**src/rtl/jt51_chacc_if.sv**
```systemverilog
`default_nettype none
// +----------------------------------------------------------------------------+
// | jt51_chacc_if: operator-sample stream into, and stereo sample out of, the  |
// | channel accumulator.                                                       |
// | Revision: 1.0                                                              |
// +----------------------------------------------------------------------------+
interface jt51_chacc_if #(
    parameter int OUTW = 16
);
    logic                   cen;
    logic                   zero;
    logic signed [13:0]     op_XVII;
    logic        [2:0]      con_XVII;
    logic        [1:0]      rl_XVII;
    logic signed [OUTW-1:0] left;
    logic signed [OUTW-1:0] right;
    logic                   sample;

    modport master (
        output cen, zero, op_XVII, con_XVII, rl_XVII,
        input  left, right, sample
    );

    modport slave (
        input  cen, zero, op_XVII, con_XVII, rl_XVII,
        output left, right, sample
    );
endinterface
`default_nettype wire

```
**src/rtl/jt51_chacc.sv**
```systemverilog
`default_nettype none
// +----------------------------------------------------------------------------+
// | jt51_chacc: sums carrier operator samples per 32-slot frame into a         |
// | saturated, registered left/right sample.                                   |
// | Revision: 1.0                                                              |
// +----------------------------------------------------------------------------+
module jt51_chacc #(
    parameter int ACCW = 19,
    parameter int OUTW = 16
) (
    input  logic          clk,
    input  logic          rst_n,
    jt51_chacc_if.slave   bus
);

    localparam logic signed [ACCW-1:0] c_pos_lim = ACCW'((2 ** (OUTW - 1)) - 1);
    localparam logic signed [ACCW-1:0] c_neg_lim = ~c_pos_lim;

    function automatic logic signed [OUTW-1:0] sat(input logic signed [ACCW-1:0] x);
        if (x > c_pos_lim)
            return c_pos_lim[OUTW-1:0];
        else if (x < c_neg_lim)
            return c_neg_lim[OUTW-1:0];
        else
            return x[OUTW-1:0];
    endfunction

    logic        [4:0]      slot_q,  slot_d;
    logic                   fv_q,    fv_d;
    logic signed [ACCW-1:0] acc_l_q, acc_l_d;
    logic signed [ACCW-1:0] acc_r_q, acc_r_d;
    logic signed [OUTW-1:0] left_q,  left_d;
    logic signed [OUTW-1:0] right_q, right_d;
    logic                   sample_q, sample_d;

    logic                   w_carrier;
    logic signed [ACCW-1:0] w_contrib;
    logic signed [ACCW-1:0] w_sum_l;
    logic signed [ACCW-1:0] w_sum_r;

    always_comb begin
        slot_d = bus.zero ? 5'd0 : slot_q + 5'd1;

        // slot[4:3] selects the operator group: M1, M2, C1, C2
        unique case (slot_d[4:3])
            2'd0:    w_carrier = (bus.con_XVII == 3'd7);
            2'd1:    w_carrier = (bus.con_XVII >= 3'd5);
            2'd2:    w_carrier = (bus.con_XVII >= 3'd4);
            default: w_carrier = 1'b1;
        endcase

        w_contrib = w_carrier ? {{(ACCW-14){bus.op_XVII[13]}}, bus.op_XVII} : '0;

        w_sum_l = ((slot_d == 5'd0) ? '0 : acc_l_q) + (bus.rl_XVII[0] ? w_contrib : '0);
        w_sum_r = ((slot_d == 5'd0) ? '0 : acc_r_q) + (bus.rl_XVII[1] ? w_contrib : '0);

        // A mid-frame zero clears and immediately re-arms the flag for the new
        // frame, so its net effect is the same as an aligned zero.
        fv_d = fv_q | bus.zero;

        if (slot_d == 5'd31) begin
            acc_l_d  = '0;
            acc_r_d  = '0;
            left_d   = sat(w_sum_l);
            right_d  = sat(w_sum_r);
            sample_d = fv_q;
        end else begin
            acc_l_d  = w_sum_l;
            acc_r_d  = w_sum_r;
            left_d   = left_q;
            right_d  = right_q;
            sample_d = 1'b0;
        end
    end

    always_ff @(posedge clk or negedge rst_n) begin
        if (!rst_n) begin
            slot_q   <= '0;
            fv_q     <= 1'b0;
            acc_l_q  <= '0;
            acc_r_q  <= '0;
            left_q   <= '0;
            right_q  <= '0;
            sample_q <= 1'b0;
        end else if (bus.cen) begin
            slot_q   <= slot_d;
            fv_q     <= fv_d;
            acc_l_q  <= acc_l_d;
            acc_r_q  <= acc_r_d;
            left_q   <= left_d;
            right_q  <= right_d;
            sample_q <= sample_d;
        end
    end

    assign bus.left   = left_q;
    assign bus.right  = right_q;
    assign bus.sample = sample_q;

endmodule
`default_nettype wire

```
**src/flat_wrapper.sv**
```systemverilog
// flat-port wrapper written by rule: the top's interface ports become plain ports
module jt51_chacc_flat 
#(
    parameter int ACCW = 19,
    parameter int OUTW = 16
)
  (clk, rst_n, bus_cen, bus_zero, bus_op_XVII, bus_con_XVII, bus_rl_XVII, bus_left, bus_right, bus_sample);
  jt51_chacc_if #(.OUTW(OUTW)) bus_i ();
  input  logic clk;
  input  logic rst_n;
  input wire logic [$bits(bus_i.cen)-1:0] bus_cen;
  input wire logic [$bits(bus_i.zero)-1:0] bus_zero;
  input wire logic [$bits(bus_i.op_XVII)-1:0] bus_op_XVII;
  input wire logic [$bits(bus_i.con_XVII)-1:0] bus_con_XVII;
  input wire logic [$bits(bus_i.rl_XVII)-1:0] bus_rl_XVII;
  output wire logic [$bits(bus_i.left)-1:0] bus_left;
  output wire logic [$bits(bus_i.right)-1:0] bus_right;
  output wire logic [$bits(bus_i.sample)-1:0] bus_sample;
  assign bus_i.cen = bus_cen;
  assign bus_i.zero = bus_zero;
  assign bus_i.op_XVII = bus_op_XVII;
  assign bus_i.con_XVII = bus_con_XVII;
  assign bus_i.rl_XVII = bus_rl_XVII;
  assign bus_left = bus_i.left;
  assign bus_right = bus_i.right;
  assign bus_sample = bus_i.sample;
  jt51_chacc #(.ACCW(ACCW), .OUTW(OUTW)) u_core (.clk(clk), .rst_n(rst_n), .bus(bus_i));
endmodule
```
**config.mk**
```make
export PLATFORM = sky130hd
export DESIGN_NAME = jt51_chacc_flat
export DESIGN_NICKNAME = d
export VERILOG_FILES = /design/src/rtl/jt51_chacc_if.sv /design/src/rtl/jt51_chacc.sv /design/src/flat_wrapper.sv
export SDC_FILE = /design/constraint.sdc
export NUM_CORES = 1
export LEC_CHECK = 0
export CAP_MARGIN = 20
export CORE_MARGIN = 1.5
export CORE_UTILIZATION = 35
export CTS_CLUSTER_SIZE = 28
export DETAILED_ROUTE_END_ITERATION = 8
export PLACE_DENSITY = 0.65
export RECOVER_POWER = 100
export SLEW_MARGIN = 20
export SYNTH_ARGS = -nofsm -noshare
export SYNTH_HDL_FRONTEND = slang
export SYNTH_SLANG_ARGS = --single-unit
```
**constraint.sdc**
```tcl
create_clock -name clk -period 16.06 [get_ports clk]
set_clock_uncertainty 0.2 [all_clocks]
set_input_delay 1.606 -clock clk [delete_from_list [all_inputs] [get_ports clk]]
set_output_delay 1.606 -clock clk [all_outputs]
set_load 0.03 [all_outputs]
```
### Word level (Yosys, flattened, before mapping)

Index checks and enable logic that the tools add are counted.

| operators by class | value |
|---|---|
| reductions and logical operators | 3 |
| add/sub/neg operators | 3 |
| $lt $le $gt $ge | 6 |
| eq/ne operators | 4 |
| bitwise logic cells | 1 |
| muxes and demuxes | 14 |

Operator list:

| kind | count |
|---|---|
| $mux W19 | 7 |
| $mux W16 | 4 |
| $add A19 B19 Y19 | 2 |
| $gt A19 B16 Y1 const B | 2 |
| $lt A19 B16 Y1 const B | 2 |
| $ge A3 B3 Y1 const B | 2 |
| $add A5 B1 Y5 const B | 1 |
| $eq A5 B5 Y1 const B | 1 |
| $logic_not A5 Y1 | 1 |
| $mux W5 | 1 |
| $eq A3 B3 Y1 const B | 1 |
| $pmux W1 S3 | 1 |
| $eq A2 B1 Y1 const B | 1 |
| $eq A2 B2 Y1 const B | 1 |
| $logic_not A2 Y1 | 1 |
| $reduce_and A2 Y1 | 1 |
| $mux W1 | 1 |
| $or A1 B1 Y1 | 1 |

| word-level totals | value |
|---|---|
| input bits | 23 |
| logic and storage cells | 38 |
| output and inout port bits | 33 |
| bits in registers | 77 |

### Depth between registers and ports, before layout

Gate-level depths: netlist (run 1).

| logic depth | value |
|---|---|
| word-level depth | 10 |
| depth in mapped cells | 18 |
| mapped depth without buffers | 16 |

### Worst setup path before layout (run 1)

No wires, ideal clock.

| path | value |
|---|---|
| path type | input to register |
| from | input bus_zero |
| to | register u_core.left_q[10] (netlist: u_core.bus.left[10]) |
| cell stages on the path | 18 |
| arrival | 5.636 ns |
| required time | 15.739 ns |
| path buffers | 3 |
| setup slack | 10.103 ns |
| library setup time | 0.121 ns |
| cell sequence | buf_2 > nor2_1 > mux2_4 > o41ai_4 > nand2_1 > clkbuf_1 > and3_1 > ha_1 > fa_1 > a211oi_1 > o21ai_1 > a211oi_1 > o31ai_2 > o31ai_2 > xor2_2 > buf_2 > a21oi_1 > o22a_1 |

| on the way | value |
|---|---|
| word-level cells in the longest chain between the ends | 9 |
| elaborated cells on any way between the ends | 16 |
| classes of those cells | add/sub: 1; order compare: 2; eq/ne: 3; mux: 7; reduce/logical: 3 |

Ends and longest elaborated chain:

| element | RTL line | RTL |
|---|---|---|
| start, declared | flat_wrapper.sv:12 | `input wire logic [$bits(bus_i.zero)-1:0] bus_zero;` |
| $mux W5 (*) | jt51_chacc.sv:42 | `slot_d = bus.zero ? 5'd0 : slot_q + 5'd1;` |
| $eq A2 B2 Y1, or another cell as far along | jt51_chacc.sv:45 | `unique case (slot_d[4:3])` |
| $pmux W1 S3 | jt51_chacc.sv:45 |  |
| $mux W19 | jt51_chacc.sv:52 | `w_contrib = w_carrier ? {{(ACCW-14){bus.op_XVII[13]}}, bus.op_XVII} : '0;` |
| $mux W19 | jt51_chacc.sv:54 | `w_sum_l = ((slot_d == 5'd0) ? '0 : acc_l_q) + (bus.rl_XVII[0] ? w_contrib : '0);` |
| $add A19 B19 Y19 | jt51_chacc.sv:54 |  |
| $lt A19 B16 Y1 | jt51_chacc.sv:22 | `else if (x < c_neg_lim)` |
| $mux W16 | jt51_chacc.sv:22 |  |
| $mux W16 | jt51_chacc.sv:20 | `if (x > c_pos_lim)` |
| end signal, assigned | jt51_chacc.sv:90 | `left_q <= left_d;` |
| end, declared | jt51_chacc.sv:32 | `logic signed [OUTW-1:0] left_q, left_d;` |

Mark *: on every way between the ends. The rest lies on a longest branch, timed or not.
A chain may end at the register's enable or synchronous reset.

### Worst setup path after layout (run 1)

| path | value |
|---|---|
| from | input bus_zero |
| to | register u_core.right_q[4] (netlist: u_core.bus.right[4]) |

| on the way | value |
|---|---|
| word-level cells in the longest chain between the ends | 9 |
| elaborated cells on any way between the ends | 16 |
| classes of those cells | add/sub: 1; order compare: 2; eq/ne: 3; mux: 7; reduce/logical: 3 |

Ends and longest elaborated chain:

| element | RTL line | RTL |
|---|---|---|
| $mux W5 (*) | jt51_chacc.sv:42 |  |
| $eq A2 B2 Y1, or another cell as far along | jt51_chacc.sv:45 |  |
| $pmux W1 S3 | jt51_chacc.sv:45 |  |
| $mux W19 | jt51_chacc.sv:52 |  |
| $mux W19 | jt51_chacc.sv:55 | `w_sum_r = ((slot_d == 5'd0) ? '0 : acc_r_q) + (bus.rl_XVII[1] ? w_contrib : '0);` |
| $add A19 B19 Y19 | jt51_chacc.sv:55 |  |
| $lt A19 B16 Y1 | jt51_chacc.sv:22 |  |
| $mux W16 | jt51_chacc.sv:22 |  |
| $mux W16 | jt51_chacc.sv:20 |  |
| end signal, assigned | jt51_chacc.sv:91 | `right_q <= right_d;` |
| end, declared | jt51_chacc.sv:33 | `logic signed [OUTW-1:0] right_q, right_d;` |

Marks and branches as above.

==> report_table.html, run 1 <==
<table>
<tr><th>Metric</th><th>Value</th></tr>
<tr><th colspan="2">Outcome</th></tr>
<tr><td>Status</td><td>finished, violations left</td></tr>
<tr><td>Violations in the final reports</td><td>max-capacitance violations, max-slew violations</td></tr>
<tr><th colspan="2">Routing</th></tr>
<tr><td>Final wirelength</td><td>approximately 14 mm</td></tr>
<tr><td>Via density per instance</td><td>about 5.6</td></tr>
<tr><td>Detail-routed net length per standard cell</td><td>about 17 microns</td></tr>
<tr><td>First drt pass iteration count</td><td>4</td></tr>
<tr><td>Remaining number of nets flagged by the antenna check after routing</td><td>0</td></tr>
<tr><td>Vias</td><td>4635</td></tr>
<tr><td>Iteration-0 DRC count of the detailed router</td><td>roughly 310</td></tr>
<tr><td>Drt drc</td><td>0</td></tr>
<tr><th colspan="2">Setup path</th></tr>
<tr><td>Worst Path Required</td><td>between 15000 and 20000 ps</td></tr>
<tr><td>Number of cells on the worst reg-to-reg path</td><td>15</td></tr>
<tr><td>Launching element of the worst setup path</td><td>bus_zero</td></tr>
<tr><td>Worst path cell trace</td><td>dlygate4sd3_1 &gt; nor2_1 &gt; mux2_1 &gt; o41ai_1 &gt; nand2_1 &gt; and3_1 &gt; ha_1 &gt; a2111oi_0 &gt; o21ai_0 &gt; a32oi_1 &gt; o2111ai_1 &gt; a21oi_4 &gt; xnor2_1 &gt; o21ai_0 &gt; o22a_1</td></tr>
<tr><td>Reg-to-Reg End</td><td>u_core.bus.right[4]$_DFFE_PN0P_</td></tr>
<tr><td>Slowest cell on crit path</td><td>sky130_fd_sc_hd__o21ai_0</td></tr>
<tr><td>Stage delay of the slowest cell on the critical path</td><td>around 1700 ps</td></tr>
<tr><td>Worst setup path category</td><td>in2reg</td></tr>
<tr><td>Type of origin of the critical path</td><td>input pin</td></tr>
<tr><td>Crit path top cell by count</td><td>sky130_fd_sc_hd__o21ai_0</td></tr>
<tr><td>CP Capture Type</td><td>register</td></tr>
<tr><td>Critical path peak fanout</td><td>26</td></tr>
<tr><td>Arrival time of data at the critical path endpoint</td><td>9410 ps</td></tr>
<tr><td>FF-to-FF Start</td><td>u_core.slot_q[0]$_DFFE_PN0P_</td></tr>
<tr><td>Worst setup slack for register-to-register paths</td><td>about 8000 ps</td></tr>
<tr><th colspan="2">Synthesis</th></tr>
<tr><td>Area of the mapped netlist</td><td>about 5500 sq um</td></tr>
<tr><td>Number of storage elements in the synthesis netlist</td><td>slightly below 80</td></tr>
<tr><td>Syn. warnings</td><td>0</td></tr>
<tr><td>Share of synthesized area occupied by flip-flops and latches</td><td>a little over a third</td></tr>
<tr><td>Number of cells produced by synthesis</td><td>about 600</td></tr>
<tr><td>Distinct cell type count after synthesis</td><td>65</td></tr>
<tr><td>Yosys top cell area share</td><td>34.8%</td></tr>
<tr><td>Mean instance size in the synthesized netlist</td><td>around 9.5 sq um</td></tr>
<tr><td>Primary flip-flop cell chosen by synthesis mapping</td><td>sky130_fd_sc_hd__dfrtp_1</td></tr>
<tr><td>Top cells by area in the synthesized netlist</td><td>sky130_fd_sc_hd__dfrtp_1 (35%), sky130_fd_sc_hd__ha_1 (8.4%), sky130_fd_sc_hd__a21oi_1 (4.9%)</td></tr>
<tr><td>Top cell type by total area after synthesis</td><td>sky130_fd_sc_hd__dfrtp_1</td></tr>
<tr><td>Async set or reset register ratio after synthesis</td><td>100%</td></tr>
<tr><td>Number of enable-type register cells in the synthesized netlist</td><td>0</td></tr>
<tr><td>Synth Net Count</td><td>645</td></tr>
<tr><th colspan="2">Placed design</th></tr>
<tr><td>Placement Setup Slack</td><td>about 8500 ps</td></tr>
<tr><td>Gp weighted congestion</td><td>between 0.9 and 1</td></tr>
<tr><td>Number of port buffers</td><td>55</td></tr>
<tr><td>HPWL reported at the end of detailed placement</td><td>roughly 10 mm</td></tr>
<tr><td>Cell Area, Placed</td><td>a little over 6000 sq um</td></tr>
<tr><th colspan="2">Pwr</th></tr>
<tr><td>Flop pwr share</td><td>42.0%</td></tr>
<tr><td>Power, Total</td><td>around 0.0005 W</td></tr>
<tr><td>Combinational share of power</td><td>between 10% and 20%</td></tr>
<tr><td>Power density normalized to cell area</td><td>about 77 nW/um^2</td></tr>
<tr><td>Psw</td><td>0.000131 W</td></tr>
<tr><td>P_leak</td><td>roughly 3.0 nW</td></tr>
<tr><td>Internal power consumption</td><td>0.000362 W</td></tr>
<tr><td>Maximum vdd ir drop</td><td>~0.054 mV</td></tr>
<tr><td>Share of total power in the clock network</td><td>between 40% and 50%</td></tr>
<tr><td>Switching fraction of total power</td><td>roughly a quarter</td></tr>
<tr><th colspan="2">Layout</th></tr>
<tr><td>Fillers</td><td>between 1500 and 2000</td></tr>
<tr><td>Inserted Diodes</td><td>0</td></tr>
<tr><td>Area of combinational cells with multiple inputs</td><td>3340 sq um</td></tr>
<tr><td>Layout net count</td><td>about 700</td></tr>
<tr><td>Register cell area after layout</td><td>between 1500 and 2000 sq um</td></tr>
<tr><td>Area growth, synth to finish</td><td>16.3%</td></tr>
<tr><td>Layout cell share with drive strength beyond 1</td><td>under 10%</td></tr>
<tr><td>Leading cell types in the layout, fill and taps excluded</td><td>sky130_fd_sc_hd__dfrtp_1 (77), sky130_fd_sc_hd__a21oi_1 (54), sky130_fd_sc_hd__nand2_1 (46)</td></tr>
<tr><td>Most common cell after layout, fill and taps aside</td><td>sky130_fd_sc_hd__dfrtp_1</td></tr>
<tr><td>Post-route design area</td><td>around 6400 sq um</td></tr>
<tr><th colspan="2">STA</th></tr>
<tr><td>Final critical delay including setup and external delays</td><td>around 9300 ps</td></tr>
<tr><td>Count of pins over their slew limit</td><td>approximately 180</td></tr>
<tr><td>Number of setup violations in the final report</td><td>0</td></tr>
<tr><td>Actual transition at the worst max-transition pin</td><td>roughly 2800 ps</td></tr>
<tr><td>Final hold slack</td><td>266 ps</td></tr>
<tr><td>RSZ-0062 raised after global routing</td><td>false</td></tr>
<tr><td>Ratio of final minimum period to clock period</td><td>58.1%</td></tr>
<tr><td>Aggregate negative setup slack</td><td>0 ps</td></tr>
<tr><td>Achievable clock frequency</td><td>107 MHz</td></tr>
<tr><td>Number of failing hold endpoints at the final stage</td><td>0</td></tr>
<tr><td>Final setup slack of the worst path</td><td>6730 ps</td></tr>
<tr><td>Max-Slew Margin vs Limit</td><td>-87.8%</td></tr>
<tr><th colspan="2">Global routing</th></tr>
<tr><td>GRT Residual Overflow</td><td>0</td></tr>
<tr><td>GR Util All Layers</td><td>a little under a fifth</td></tr>
<tr><td>Antenna violations before repair</td><td>0</td></tr>
<tr><td>Wire length of the first global-routing pass</td><td>~24 mm</td></tr>
<tr><td>Vias in the first global route</td><td>around 4600</td></tr>
<tr><td>Pin count of the biggest net entering global routing</td><td>78</td></tr>
<tr><th colspan="2">Floorplan</th></tr>
<tr><td>Row cnt</td><td>between 40 and 50</td></tr>
<tr><td>Die Y-Extent</td><td>about 130 microns</td></tr>
<tr><td>Die X-Extent</td><td>around 130 microns</td></tr>
<tr><td>I/O pin count</td><td>56</td></tr>
<tr><td>Die Area</td><td>16600 sq um</td></tr>
<tr><td>Initial core utilization</td><td>36.2%</td></tr>
<tr><td>Core outline area</td><td>15300 sq um</td></tr>
<tr><th colspan="2">Worst hold path</th></tr>
<tr><td>HP Start</td><td>u_core.fv_q$_DFFE_PN0P_</td></tr>
<tr><td>Endpoint of the worst hold-timing path</td><td>u_core.fv_q$_DFFE_PN0P_</td></tr>
<tr><td>Worst hold-check path type</td><td>reg2reg</td></tr>
<tr><td>Worst Hold Path Cells</td><td>1</td></tr>
<tr><th colspan="2">Clocking</th></tr>
<tr><td>H-tree depth reported by CTS</td><td>3</td></tr>
<tr><td># Post-CTS Setup Buffers</td><td>0</td></tr>
<tr><td>Clock sink count</td><td>just under 80</td></tr>
<tr><td>Clock-pin slew of the registers on the worst-case setup and hold paths</td><td>around 60 ps</td></tr>
<tr><td>Cell at the root of the clock tree</td><td>sky130_fd_sc_hd__clkbuf_16</td></tr>
<tr><td>Clock tree buffer depth</td><td>2</td></tr>
<tr><td>TritonCTS buffer count</td><td>9</td></tr>
<tr><td>CTS hold repair buffers</td><td>0</td></tr>
<tr><td>Clock tree from TritonCTS</td><td>yes</td></tr>
<tr><td>Source-to-sink clock delay at the later pin of the worst-skew pair</td><td>between 300 and 400 ps</td></tr>
<tr><td>Number of resized instances in the post-cts repair step</td><td>0</td></tr>
<tr><th colspan="2">Flow run</th></tr>
<tr><td>Max-capacitance violation count</td><td>6</td></tr>
</table>
## metal layers
metal	share of wire [%]	GRT usage, %	wire length, microns	up-vias
met3	4.6	3.49	667	22
li1	-	-	-	2256
met5	0	0	0	-
met4	2.2	7.01	314	0
met1	51	26.5	7360	2228
met2	42	26.7	6020	129
## sequential cells by signal, indices dropped and copies added (netlist names)
name / cells
u_core.bus.right: 16
u_core.bus.sample: 1
u_core.slot_q: 5
u_core.fv_q: 1
u_core.acc_r_q: 19
u_core.acc_l_q: 19
u_core.bus.left: 16
## synthesized netlist by cell type, drive strengths merged (7+ instances only)
master and instances:
a211oi 8, a21o 8, a21oi 57, a22o 9, and2 39, and3 29, buf 11, clkbuf 22
dfrtp 77, ha 37, inv 11, nand2 46, nand2b 7, nand3 7, nor2 18, o21ai 34
o22a 27, o2bb2ai 25, o31ai 14, xnor2 17, xor2 18
## worst max-delay path, delay by kind of cell
kind / cells / cell delay (ps)
muxes: 1 / 340
AOI/OAI and AO/OA: 8 / 4660
adders and majority gates: 1 / 360
and+or+nand+nor: 3 / 1170
xor gates and xnor gates: 1 / 440
buffers and inverters: 1 / 820
## layout make-up
type	count	share of cell area (%)
clock buffers	13	4.19
clock inverters	3	0.660
inverters	11	0.641
multi-input cells	462	51.8
flip-flops and latches	77	29.9
well taps	211	4.10
repair buffers	58	8.68
## worst max path at each step
stage | to | slack, ps
3_3_place_gp | u_core.bus.left[11]$_DFFE_PN0P_ | 8750
2_1_floorplan | u_core.bus.left[10]$_DFFE_PN0P_ | 10100
3_5_place_dp | u_core.bus.left[4]$_DFFE_PN0P_ | 8550
5_1_grt | u_core.bus.right[3]$_DFFE_PN0P_ | 6220
4_1_cts | u_core.bus.left[4]$_DFFE_PN0P_ | 8910
6_report | u_core.bus.right[4]$_DFFE_PN0P_ | 6730
## cell families (layout without fill, tap and decap cells)
family	count (synthesis)	count (layout)	share of synthesized area (%)
adders and majority gates	39	39	9.08
buffers and inverters	44	85	3.61
AOI/OAI and AO/OA	216	216	28.3
xor gates and xnor gates	35	35	6.82
DFF	77	77	34.8
muxes	5	5	1.02
and+or+nand+nor	167	167	16.4
## power by group through the flow
stage | combinational [W] | sequential, W | clock [W]
6_report | 0.0000695 | 0.000207 | 0.000217
5_1_grt | 0.0000765 | 0.000208 | 0.000229
4_1_cts | 0.0000719 | 0.000207 | 0.000220
3_5_place_dp | 0.0000715 | 0.000211 | 0
3_3_place_gp | 0.0000698 | 0.000210 | 0
2_1_floorplan | 0.0000485 | 0.000209 | 0
## metrics by stage
stage,instances,utilization [%]
floorplan,583,-
global placement,818,40.7
detailed placement,818,40.7
CTS,834,42.7
global route,835,42.1
finish,835,42.1
Power figures use the tool's default switching activity.
==> run 2: changes to the inputs <==
==> constraint.sdc (replaced) <==
create_clock -name clk -period 9.6 [get_ports clk]
set_clock_uncertainty 0.2 [all_clocks]
set_input_delay 0.96 -clock clk [delete_from_list [all_inputs] [get_ports clk]]
set_output_delay 0.96 -clock clk [all_outputs]
set_load 0.03 [all_outputs]
==> run 2 against run 1 <==
  * The flow still finishes with violations (max-capacitance violations, max-slew violations)
  * Worst hold slack lost 5.3 ps
  * Register-to-register slack lost 5400 ps
  * Combinational power grew 68%
  * First-iteration DRC count shrank 16%
  * Utilization grew 0.065 points
  * Power grew 66%
  * Clock-buffer cell count is the same
  * Routed wire length shrank 0.47%
  * Global-route usage shrank 0.16 points
  * Sequential cell count is the same
==> report_table.html, run 2 (same netlist as run 1, synthesis figures left out) <==
<table>
<tr><th>Metric</th><th>Value</th></tr>
<tr><th colspan="2">Clocking</th></tr>
<tr><td>Clock tree from TritonCTS</td><td>yes</td></tr>
<tr><td>Clock-pin slew of the registers on the worst-case setup and hold paths</td><td>approximately 60 ps</td></tr>
<tr><td># Post-CTS Setup Buffers</td><td>0</td></tr>
<tr><td>Clock sink count</td><td>77</td></tr>
<tr><td>TritonCTS buffer count</td><td>9</td></tr>
<tr><td>H-tree depth reported by CTS</td><td>3</td></tr>
<tr><td>Number of resized instances in the post-cts repair step</td><td>0</td></tr>
<tr><td>Cell at the root of the clock tree</td><td>sky130_fd_sc_hd__clkbuf_16</td></tr>
<tr><td>Clock tree buffer depth</td><td>2</td></tr>
<tr><td>Source-to-sink clock delay at the later pin of the worst-skew pair</td><td>about 350 ps</td></tr>
<tr><td>CTS hold repair buffers</td><td>0</td></tr>
<tr><th colspan="2">Outcome</th></tr>
<tr><td>Status</td><td>finished, violations left</td></tr>
<tr><td>Violations in the final reports</td><td>max-capacitance violations, max-slew violations</td></tr>
<tr><th colspan="2">Layout</th></tr>
<tr><td>Leading cell types in the layout, fill and taps excluded</td><td>sky130_fd_sc_hd__dfrtp_1 (77), sky130_fd_sc_hd__a21oi_1 (54), sky130_fd_sc_hd__nand2_1 (46)</td></tr>
<tr><td>Fillers</td><td>approximately 1500</td></tr>
<tr><td>Post-route design area</td><td>between 6000 and 7000 sq um</td></tr>
<tr><td>Area growth, synth to finish</td><td>16.5%</td></tr>
<tr><td>Inserted Diodes</td><td>0</td></tr>
<tr><td>Largest registers in the final layout</td><td>u_core.acc_l_q (19), u_core.acc_r_q (19)</td></tr>
<tr><td>Most common cell after layout, fill and taps aside</td><td>sky130_fd_sc_hd__dfrtp_1</td></tr>
<tr><td>Layout cell share with drive strength beyond 1</td><td>under 10%</td></tr>
<tr><td>Layout net count</td><td>681</td></tr>
<tr><th colspan="2">STA</th></tr>
<tr><td>RSZ-0062 raised after global routing</td><td>false</td></tr>
<tr><td>Final critical delay including setup and external delays</td><td>between 7000 and 8000 ps</td></tr>
<tr><td>Achievable clock frequency</td><td>around 130 MHz</td></tr>
<tr><td>Max-Slew Margin vs Limit</td><td>-91.9%</td></tr>
<tr><td>Number of setup violations in the final report</td><td>0</td></tr>
<tr><td>Actual transition at the worst max-transition pin</td><td>between 2000 and 3000 ps</td></tr>
<tr><td>Count of pins over their slew limit</td><td>roughly 170</td></tr>
<tr><td>Ratio of final minimum period to clock period</td><td>between 70 and 80%</td></tr>
<tr><td>Number of failing hold endpoints at the final stage</td><td>0</td></tr>
<tr><td>Final setup slack of the worst path</td><td>~1900 ps</td></tr>
<tr><td>Aggregate negative setup slack</td><td>0 ps</td></tr>
<tr><th colspan="2">Global routing</th></tr>
<tr><td>Wire length of the first global-routing pass</td><td>around 23 mm</td></tr>
<tr><td>Antenna violations before repair</td><td>0</td></tr>
<tr><td>Pin count of the biggest net entering global routing</td><td>78</td></tr>
<tr><td>Vias in the first global route</td><td>4585</td></tr>
<tr><td>GR Util All Layers</td><td>a little under a fifth</td></tr>
<tr><td>GRT Residual Overflow</td><td>0</td></tr>
<tr><th colspan="2">Routing</th></tr>
<tr><td>Via density per instance</td><td>5.56</td></tr>
<tr><td>Remaining number of nets flagged by the antenna check after routing</td><td>0</td></tr>
<tr><td>Final wirelength</td><td>around 14 mm</td></tr>
<tr><td>Iteration-0 DRC count of the detailed router</td><td>260</td></tr>
<tr><td>Drt drc</td><td>0</td></tr>
<tr><td>Vias</td><td>approximately 4600</td></tr>
<tr><td>Detail-routed net length per standard cell</td><td>approximately 17 microns</td></tr>
<tr><td>First drt pass iteration count</td><td>5</td></tr>
<tr><th colspan="2">Setup path</th></tr>
<tr><td>Critical path peak fanout</td><td>26</td></tr>
<tr><td>Worst setup slack for register-to-register paths</td><td>2440 ps</td></tr>
<tr><td>FF-to-FF Start</td><td>u_core.slot_q[0]$_DFFE_PN0P_</td></tr>
<tr><td>Reg-to-Reg End</td><td>u_core.bus.right[3]$_DFFE_PN0P_</td></tr>
<tr><td>Critical path depth in cells</td><td>15</td></tr>
<tr><td>CP Capture Type</td><td>register</td></tr>
<tr><td>Worst setup path category</td><td>in2reg</td></tr>
<tr><td>Worst Path Required</td><td>between 9000 and 10000 ps</td></tr>
<tr><td>Slowest cell on crit path</td><td>sky130_fd_sc_hd__xnor2_1</td></tr>
<tr><td>Arrival time of data at the critical path endpoint</td><td>between 7000 and 8000 ps</td></tr>
<tr><td>Launching element of the worst setup path</td><td>bus_zero</td></tr>
<tr><td>Type of origin of the critical path</td><td>input pin</td></tr>
<tr><td>Worst path cell trace</td><td>dlygate4sd3_1 &gt; nor2_1 &gt; mux2_1 &gt; o41ai_1 &gt; nand2_1 &gt; and3_1 &gt; ha_1 &gt; a21oi_1 &gt; o21ai_0 &gt; a32oi_1 &gt; o2111ai_1 &gt; a21oi_4 &gt; xnor2_1 &gt; o21ai_4 &gt; o22a_1</td></tr>
<tr><td>Number of cells on the worst reg-to-reg path</td><td>15</td></tr>
<tr><td>Crit path buffers/inverters</td><td>1</td></tr>
<tr><td>Stage delay of the slowest cell on the critical path</td><td>~1300 ps</td></tr>
<tr><td>CP delay by family, top</td><td>compound AO/OA/AOI/OAI gates</td></tr>
<tr><td>Worst setup path endpoint</td><td>u_core.bus.right[3]$_DFFE_PN0P_</td></tr>
<tr><th colspan="2">Placed design</th></tr>
<tr><td>Number of port buffers</td><td>55</td></tr>
<tr><td>HPWL reported at the end of detailed placement</td><td>between 10 and 15 mm</td></tr>
<tr><td>Cell Area, Placed</td><td>6230 sq um</td></tr>
<tr><td>Placement Setup Slack</td><td>2760 ps</td></tr>
<tr><td>Gp weighted congestion</td><td>around 0.91</td></tr>
<tr><th colspan="2">Pwr</th></tr>
<tr><td>Power density normalized to cell area</td><td>127 nW/um^2</td></tr>
<tr><td>P_leak</td><td>around 3.0 nW</td></tr>
<tr><td>Maximum vdd ir drop</td><td>around 0.1 mV</td></tr>
<tr><th colspan="2">Floorplan</th></tr>
<tr><td>Die Area</td><td>16600 sq um</td></tr>
<tr><td>Initial core utilization</td><td>between 30 and 40%</td></tr>
<tr><td>Core outline area</td><td>15300 sq um</td></tr>
<tr><td>Die Y-Extent</td><td>129 microns</td></tr>
<tr><td>Die X-Extent</td><td>~130 microns</td></tr>
<tr><td>I/O pin count</td><td>56</td></tr>
<tr><td>Row cnt</td><td>between 40 and 50</td></tr>
<tr><th colspan="2">Flow run</th></tr>
<tr><td>Max-capacitance violation count</td><td>5</td></tr>
<tr><th colspan="2">Worst hold path</th></tr>
<tr><td>Worst hold-check path type</td><td>reg2reg</td></tr>
</table>
run 2: layout make-up:
class                           instances  area, sq um  area share [%]
Clock buffer                           13          260            4.03
Sequential cell                        77         1930            29.9
Multi-Input combinational cell        462         3360            52.0
Timing Repair Buffer                   58          559            8.67
Inverter                               11         41.3           0.640
Tap cell                              211          264            4.09
Clock inverter                          3         43.8           0.679
run 2: through the flow:
step	hold slack (ps)	util [%]	instances	total power [W]
after floorplan	229	-	583	0.000431
after global placement	251	40.7	818	0.000469
after detailed placement	248	40.7	818	0.000472
after CTS	262	42.6	834	0.000828
after global routing	290	42.1	835	0.000851
final	260	42.1	835	0.000818
run 2: worst min path at each step:
stage / from / to / depth (start not counted)
after CTS: u_core.fv_q$_DFFE_PN0P_ / u_core.fv_q$_DFFE_PN0P_ / 1
after global placement: u_core.fv_q$_DFFE_PN0P_ / u_core.fv_q$_DFFE_PN0P_ / 1
after floorplan: u_core.fv_q$_DFFE_PN0P_ / u_core.fv_q$_DFFE_PN0P_ / 1
after global routing: u_core.fv_q$_DFFE_PN0P_ / u_core.fv_q$_DFFE_PN0P_ / 1
final: u_core.fv_q$_DFFE_PN0P_ / u_core.fv_q$_DFFE_PN0P_ / 1
after detailed placement: u_core.fv_q$_DFFE_PN0P_ / u_core.fv_q$_DFFE_PN0P_ / 1
run 2: worst reg2reg max path: stages (launching register included):
cell,delay [ps]
sky130_fd_sc_hd__dfrtp_1,470
sky130_fd_sc_hd__ha_1,310
sky130_fd_sc_hd__and3_4,230
sky130_fd_sc_hd__mux2_1,340
sky130_fd_sc_hd__o41ai_1,1020
sky130_fd_sc_hd__nand2_1,640
sky130_fd_sc_hd__and3_1,410
sky130_fd_sc_hd__ha_1,350
sky130_fd_sc_hd__a21oi_1,120
sky130_fd_sc_hd__o21ai_0,270
sky130_fd_sc_hd__a32oi_1,230
sky130_fd_sc_hd__o2111ai_1,380
sky130_fd_sc_hd__a21oi_4,90
sky130_fd_sc_hd__xnor2_1,1320
sky130_fd_sc_hd__o21ai_4,370
sky130_fd_sc_hd__o22a_1,290
run 2: report_power, final:
part / internal, W / switching [W]
Sequential: 0.000338 / 0.00000831
Clock: 0.000216 / 0.000138
Combinational: 0.0000453 / 0.0000717
Total: 0.000600 / 0.000218
run 2: layer usage:
metal | vias to the layer above | share of wire, % | global-route usage [%] | wire length, microns
li1 | 2256 | - | - | -
met1 | 2242 | 51 | 26.3 | 7280
met2 | 127 | 43 | 26.9 | 6130
met3 | 20 | 4.1 | 3.28 | 584
met4 | 0 | 2.1 | 6.35 | 295
met5 | - | 0 | 0 | 0
